File: config.mk
export PLATFORM = sky130hd
export DESIGN_NAME = sat_corr_flat
export DESIGN_NICKNAME = d
export VERILOG_FILES = /design/src/rtl/sat_corr_if.sv /design/src/rtl/sat_corr.sv /design/src/flat_wrapper.sv
export SDC_FILE = /design/constraint.sdc
export NUM_CORES = 1
export LEC_CHECK = 0
export CELL_PAD_IN_SITES_DETAIL_PLACEMENT = 0
export CELL_PAD_IN_SITES_GLOBAL_PLACEMENT = 1
export CORE_MARGIN = 5
export CORE_UTILIZATION = 40
export CTS_CLUSTER_DIAMETER = 80
export DETAILED_ROUTE_END_ITERATION = 12
export HOLD_SLACK_MARGIN = 0.15
export PLACE_DENSITY_LB_ADDON = 0.1
export REMOVE_ABC_BUFFERS = 1
export SYNTH_ARGS = -nofsm -noshare
export SYNTH_HDL_FRONTEND = slang
export SYNTH_SLANG_ARGS = --single-unit
export TNS_END_PERCENT = 5
File: constraint.sdc
create_clock -name clk -period 8.14 [get_ports clk]
set_input_delay 2.442 -clock clk [delete_from_list [all_inputs] [get_ports clk]]
set_output_delay 2.442 -clock clk [all_outputs]
set_load 0.01 [all_outputs]
File: src/rtl/sat_corr_if.sv
// Sample stream in, integration results out, for the satellite correlator.
interface sat_corr_if;
  localparam int unsigned SAMPLE_W = 16;
  localparam int unsigned ACC_W    = 32;

  logic                       sample_valid;
  logic signed [SAMPLE_W-1:0] real_in;
  logic signed [SAMPLE_W-1:0] imag_in;
  logic                       dump_valid;
  logic                       dump_ready;
  logic signed [ACC_W-1:0]    dump_real;
  logic signed [ACC_W-1:0]    dump_imag;

  modport master (
    output sample_valid, real_in, imag_in, dump_ready,
    input  dump_valid, dump_real, dump_imag
  );

  modport slave (
    input  sample_valid, real_in, imag_in, dump_ready,
    output dump_valid, dump_real, dump_imag
  );
endinterface

File: src/rtl/sat_corr.sv
// Single-channel GPS correlator: carrier and C/A code wipe-off followed by
// integrate-and-dump with a valid/ready result port and sticky overrun flag.
module sat_corr (
  input  logic        clk,
  input  logic        reset,
  input  logic        start,
  input  logic        stop,
  input  logic [31:0] freq,
  input  logic [15:0] dump_len,
  input  logic [5:0]  ca_sel,
  input  logic [35:0] ca_seq,
  input  logic        overrun_clr,
  output logic        busy,
  output logic        overrun,
  sat_corr_if.slave   bus
);
  localparam int unsigned PHASE_W = 32;
  localparam int unsigned CNT_W   = 16;
  localparam int unsigned ROT_W   = 17;
  localparam int unsigned ACC_W   = 32;
  localparam int unsigned CA_LEN  = 36;

  typedef enum logic {IDLE, RUN} state_t;

  state_t state_q, state_d;
  logic   go_c, abort_c, accept_c;

  logic [PHASE_W-1:0] phase_q;
  logic [CNT_W-1:0]   cnt_q, len_q;
  logic               last_c, code_c;

  logic signed [ROT_W-1:0] in_i_c, in_q_c, rot_i_c, rot_q_c;
  logic signed [ROT_W-1:0] s1_i_q, s1_q_q, s2_i_q, s2_q_q;
  logic                    s1_v_q, s1_code_q, s1_last_q;
  logic                    s2_v_q, s2_last_q;

  logic signed [ACC_W-1:0] acc_i_q, acc_q_q, sum_i_c, sum_q_c;
  logic signed [ACC_W-1:0] dump_i_q, dump_q_q;
  logic                    dump_valid_q, load_c;

  // Control FSM: stop has priority over start and over sample acceptance
  always_comb begin
    state_d  = state_q;
    go_c     = 1'b0;
    abort_c  = 1'b0;
    accept_c = 1'b0;
    case (state_q)
      IDLE: begin
        if (start && !stop && (dump_len != '0)) begin
          state_d = RUN;
          go_c    = 1'b1;
        end
      end
      RUN: begin
        if (stop) begin
          state_d = IDLE;
          abort_c = 1'b1;
        end else begin
          accept_c = bus.sample_valid;
        end
      end
      default: state_d = IDLE;
    endcase
  end

  // Carrier wipe-off: rotate the sample by -quadrant * 90 degrees
  always_comb begin
    in_i_c  = ROT_W'(bus.real_in);
    in_q_c  = ROT_W'(bus.imag_in);
    rot_i_c = in_i_c;
    rot_q_c = in_q_c;
    case (phase_q[PHASE_W-1 -: 2])
      2'd0: begin rot_i_c = in_i_c;  rot_q_c = in_q_c;  end
      2'd1: begin rot_i_c = in_q_c;  rot_q_c = -in_i_c; end
      2'd2: begin rot_i_c = -in_i_c; rot_q_c = -in_q_c; end
      default: begin rot_i_c = -in_q_c; rot_q_c = in_i_c; end
    endcase
  end

  always_comb begin
    code_c  = (ca_sel < 6'(CA_LEN)) ? ca_seq[ca_sel] : 1'b0;
    last_c  = ((cnt_q + CNT_W'(1)) == len_q);
    sum_i_c = acc_i_q + ACC_W'(s2_i_q);
    sum_q_c = acc_q_q + ACC_W'(s2_q_q);
    load_c  = s2_v_q && s2_last_q && !abort_c;
  end

  always_ff @(posedge clk) begin
    if (reset) begin
      state_q      <= IDLE;
      busy         <= 1'b0;
      phase_q      <= '0;
      cnt_q        <= '0;
      len_q        <= '0;
      s1_v_q       <= 1'b0;
      s1_code_q    <= 1'b0;
      s1_last_q    <= 1'b0;
      s1_i_q       <= '0;
      s1_q_q       <= '0;
      s2_v_q       <= 1'b0;
      s2_last_q    <= 1'b0;
      s2_i_q       <= '0;
      s2_q_q       <= '0;
      acc_i_q      <= '0;
      acc_q_q      <= '0;
      dump_i_q     <= '0;
      dump_q_q     <= '0;
      dump_valid_q <= 1'b0;
      overrun      <= 1'b0;
    end else begin
      state_q <= state_d;
      busy    <= (state_d == RUN);

      // Sample bookkeeping: phase and per-integration count
      if (go_c) begin
        phase_q <= '0;
        cnt_q   <= '0;
        len_q   <= dump_len;
      end else if (accept_c) begin
        phase_q <= phase_q + freq;
        cnt_q   <= last_c ? '0 : cnt_q + CNT_W'(1);
      end else if (abort_c) begin
        cnt_q <= '0;
      end

      s1_v_q    <= accept_c;
      s1_code_q <= code_c;
      s1_last_q <= last_c;
      s1_i_q    <= rot_i_c;
      s1_q_q    <= rot_q_c;

      // Code wipe-off: chip value 1 flips the sample sign
      s2_v_q    <= s1_v_q && !abort_c;
      s2_last_q <= s1_last_q;
      s2_i_q    <= s1_code_q ? -s1_i_q : s1_i_q;
      s2_q_q    <= s1_code_q ? -s1_q_q : s1_q_q;

      if (abort_c || load_c) begin
        acc_i_q <= '0;
        acc_q_q <= '0;
      end else if (s2_v_q) begin
        acc_i_q <= sum_i_c;
        acc_q_q <= sum_q_c;
      end

      // Result register: a new load always wins, flagging an unaccepted predecessor
      if (load_c) begin
        dump_i_q     <= sum_i_c;
        dump_q_q     <= sum_q_c;
        dump_valid_q <= 1'b1;
      end else if (dump_valid_q && bus.dump_ready) begin
        dump_valid_q <= 1'b0;
      end

      if (load_c && dump_valid_q && !bus.dump_ready) begin
        overrun <= 1'b1;
      end else if (overrun_clr) begin
        overrun <= 1'b0;
      end
    end
  end

  assign bus.dump_valid = dump_valid_q;
  assign bus.dump_real  = dump_i_q;
  assign bus.dump_imag  = dump_q_q;
endmodule

File: src/flat_wrapper.sv
// flat-port wrapper written by rule: the top's interface ports become plain ports
module sat_corr_flat 
  (clk, reset, start, stop, freq, dump_len, ca_sel, ca_seq, overrun_clr, busy, overrun, bus_sample_valid, bus_real_in, bus_imag_in, bus_dump_ready, bus_dump_valid, bus_dump_real, bus_dump_imag);
  sat_corr_if bus_i ();
  input  logic clk;
  input  logic reset;
  input  logic start;
  input  logic stop;
  input  logic [31:0] freq;
  input  logic [15:0] dump_len;
  input  logic [5:0] ca_sel;
  input  logic [35:0] ca_seq;
  input  logic overrun_clr;
  output logic busy;
  output logic overrun;
  input wire logic [$bits(bus_i.sample_valid)-1:0] bus_sample_valid;
  input wire logic [$bits(bus_i.real_in)-1:0] bus_real_in;
  input wire logic [$bits(bus_i.imag_in)-1:0] bus_imag_in;
  input wire logic [$bits(bus_i.dump_ready)-1:0] bus_dump_ready;
  output wire logic [$bits(bus_i.dump_valid)-1:0] bus_dump_valid;
  output wire logic [$bits(bus_i.dump_real)-1:0] bus_dump_real;
  output wire logic [$bits(bus_i.dump_imag)-1:0] bus_dump_imag;
  assign bus_i.sample_valid = bus_sample_valid;
  assign bus_i.real_in = bus_real_in;
  assign bus_i.imag_in = bus_imag_in;
  assign bus_i.dump_ready = bus_dump_ready;
  assign bus_dump_valid = bus_i.dump_valid;
  assign bus_dump_real = bus_i.dump_real;
  assign bus_dump_imag = bus_i.dump_imag;
  sat_corr u_core (.clk(clk), .reset(reset), .start(start), .stop(stop), .freq(freq), .dump_len(dump_len), .ca_sel(ca_sel), .ca_seq(ca_seq), .overrun_clr(overrun_clr), .busy(busy), .overrun(overrun), .bus(bus_i));
endmodule
==> results.toml <==
[routing]
first_pass_iters = 4
vias = 15300
wirelength_um = 47100
drtIter0Drc = 713
wl_per_cell_um = 17.0
drc_errors = 0
avgViaCountPerCell = 5.55
antenna_left = 0

[grt]
grt_pass1_wl_um = 76600
grt_max_degree = 75
antenna_found_initial = 4
grt_pass1_vias = 15100
gr-total-overflow = 0
grtUsageTotal_pct = 19.5

[logic_synthesis]
synth_top_area_cell = "dfxtp_1"
ys_warn_count = 0
ys.flop_type = "dfxtp_1"
synthCells = 2073
yosysSeqAreaShare_pct = 31.7
yosys-top-cells-area = "dfxtp_1 32%, ha_1 7.2%, nand2_1 5.2%"
synth.avg_cell_area_um2 = 8.18
yosys.cell_types.count = 82
ys_ff_latch = 268
mappedNetlistArea_um2 = 16900
synth_top_area_share_pct = 31.7
synthArstFlopShare_pct = 0
synth_edf_count = 0

[floorplan]
rows = 75
die_height_um = 216
die_area_um2 = 46600
die-width_um = 216
io_pins = 196
core_um2 = 41900
initial_utilization_pct = 40.4

[worst_setup_path]
crit_fanout = 4
reg2reg_to = "u_core.acc_q_q[31]$_SDFFE_PP0P_"
r2r-start = "u_core.acc_q_q[6]$_SDFFE_PP0P_"
required_ps = 8550
setup.worst_path.end_class = "register"
critical_path.startpoint_type = "input pin"
worst-r2r-setup-slack_ps = 4520
cp.arrival_ps = 5720
reg2regPathDepth = 10
path_class = "in2reg"
startpoint = "freq[0]"

[timing]
setup_viol = 0
fmax_ghz = 0.188
hold_viol = 0
clock_skew_ps = 12.3
slew_headroom_pct = 22.8
fin_tns_setup_ps = 0
drv_slew = 0
tightest_slew_ps = 1150
rsz0062_at_grt = "false"
period_share_pct = 65.2
fin_crit_ps = 5310

[power]
cellInternalPower_mw = 2.68
p_comb_share_pct = 11.3
seq_power_share_pct = 39.0
power.density_nw_per_um2 = 172
swShare_pct = 24.2
ir_drop_v = 0.000129
p_leak_nw = 8.09
p_sw_mw = 0.856
clkPwrFrac_pct = 49.8

[run]
maxCapViolations = 0

[cts]
cts_tree = "built"
post_cts_buffers = 0
ctsResizeCount = 0
cts_max_path_buffers = 3
h-tree-depth = 2
postCtsHoldBufs = 0
clk_latency_ps = 540
numCtsBuffers = 34
clock_tree.root_cell = "clkbuf_16"
cts_num_sinks = 268
clk_pin_slew_worst_paths_ps = 60

[final_layout]
nFillCells = 4051
nets = 2427
final_layout_size_suffix_gt1_share_pct = 6.17
area_growth_pct = 21.2
fin_cells = 2762

[min_path]
whs_path_depth = 1
hp-class = "reg2reg"
hold_end = "u_core.s2_v_q$_SDFF_PP0_"
hold_start = "u_core.s1_v_q$_SDFF_PP0_"

[placed_design]
io_buffers = 195
dpl.cell_count = 2700
place.gp.congestion = 0.857
dp_hpwl_um = 34100

[run_status]
status = "finished clean"
cells by family after synthesis:
family                     count (synthesis)  synth area share, %
xor gates and xnor gates                 125                 6.81
muxes                                     97                 7.67
DFF                                      268                 31.7
and+or+nand+nor                          725                 20.0
buffers and inverters                    165                 3.78
AOI/OAI and AO/OA                        592                 22.5
adders and majority gates                101                 7.59
worst max-delay path by stage:
stage | cells past startpoint | end
5_1_grt | 12 | u_core.phase_q[30]$_SDFFE_PP0P_
3_3_place_gp | 12 | u_core.phase_q[30]$_SDFFE_PP0P_
2_1_floorplan | 4 | u_core.bus.dump_imag[28]$_SDFFE_PP0P_
6_report | 12 | u_core.phase_q[30]$_SDFFE_PP0P_
3_5_place_dp | 12 | u_core.phase_q[30]$_SDFFE_PP0P_
4_1_cts | 12 | u_core.phase_q[30]$_SDFFE_PP0P_
Yosys cell counts (8+ instances only):
cell      instances
nand4_1          21
inv_1            42
a221oi_1          8
nor3_1           50
ha_1             98
a21oi_1         168
a211oi_1         48
mux2i_1          68
or3_1            31
a31o_2            8
nor2b_1           9
o21ai_0         121
o31ai_1          32
xnor2_1          79
o21a_1           22
or4_1            10
o21bai_1         16
a21o_1           61
nand2_1         237
o211ai_1         10
o41ai_1           9
a31oi_1          21
clkbuf_1         90
xor2_1           42
or2_2             8
and3_1           20
buf_1            20
dfxtp_1         268
nor2_1          202
nand3_1          71
nor4_1            9
mux4_2           26
and2_1           18
power by group through the flow:
stage                     Sequential [mW]  Combinational (mW)  Clock, mW
after floorplan                      1.40               0.241          0
after detailed placement             1.41               0.399          0
final                                1.38               0.399       1.76
after CTS                            1.38               0.401       1.82
after global routing                 1.38               0.442       1.86
after global placement               1.41               0.395          0
placed cells by master (no fill, tap or decap), types with 42 or more instances in the layout:
cell type and instances:
inv_1 42, xor2_1 42, mux2i_1 68, clkdlybuf4s50_1 194
dfxtp_1 266, nor2_1 201, o21ai_0 121, a211oi_1 48
a21oi_1 167, nand2_1 236, a21o_1 60, nor3_1 50
nand3_1 71, ha_1 98, xnor2_1 79
area by class of cell:
| cell class | instances | area (um^2) | area share, % |
|---|---|---|---|
| Multi-Input combinational cell | 1640 | 11000 | 53.4 |
| Clock buffer | 40 | 903 | 4.40 |
| Clock inverter | 20 | 402 | 1.96 |
| Antenna cell | 2 | 5.00 | 0.0244 |
| Timing Repair Buffer | 209 | 2050 | 10.0 |
| Sequential cell | 268 | 5370 | 26.2 |
| Inverter | 44 | 165 | 0.804 |
| Tap cell | 539 | 674 | 3.28 |
sequential cells by signal, summed over array words and instances (netlist names), 16 cells and up:
name / count
u_core.acc_i_q: 32
u_core.acc_q_q: 32
u_core.bus.dump_imag: 32
u_core.bus.dump_real: 32
u_core.cnt_q: 16
u_core.len_q: 16
u_core.phase_q: 32
u_core.s1_i_q: 17
u_core.s1_q_q: 17
u_core.s2_i_q: 17
u_core.s2_q_q: 17
critical path, stage by stage:
cell             delay (ps)
clkdlybuf4s50_1         410
ha_1                    250
fa_1                    430
a211o_1                 320
a21boi_0                210
o21bai_1                170
a211oi_1                480
nor2_1                  170
a221oi_1                410
o21ai_0                 190
mux2i_1                 170
o31ai_1                  80
metrics by stage:
step	util [%]	instance area (um^2)	worst slack, ps	total power, mW	hold WS [ps]
5_1_grt	48.9	20500	2670	3.68	450
6_report	49.0	20500	2830	3.53	422
3_5_place_dp	45.8	19200	2270	1.81	411
3_3_place_gp	45.8	19200	2330	1.80	408
4_1_cts	48.9	20500	2850	3.60	424
2_1_floorplan	-	16500	2830	1.64	406
layer usage:
layer / GRT usage [%] / wire length, um / vias to the layer above
met2: 33.2 / 22100 / 275
met1: 24.9 / 21600 / 7125
li1: - / - / 7824
met5: 0 / 21 / -
met3: 3.55 / 1980 / 89
met4: 6.70 / 1320 / 4
No activity file was read; power rests on OpenSTA's default activity.
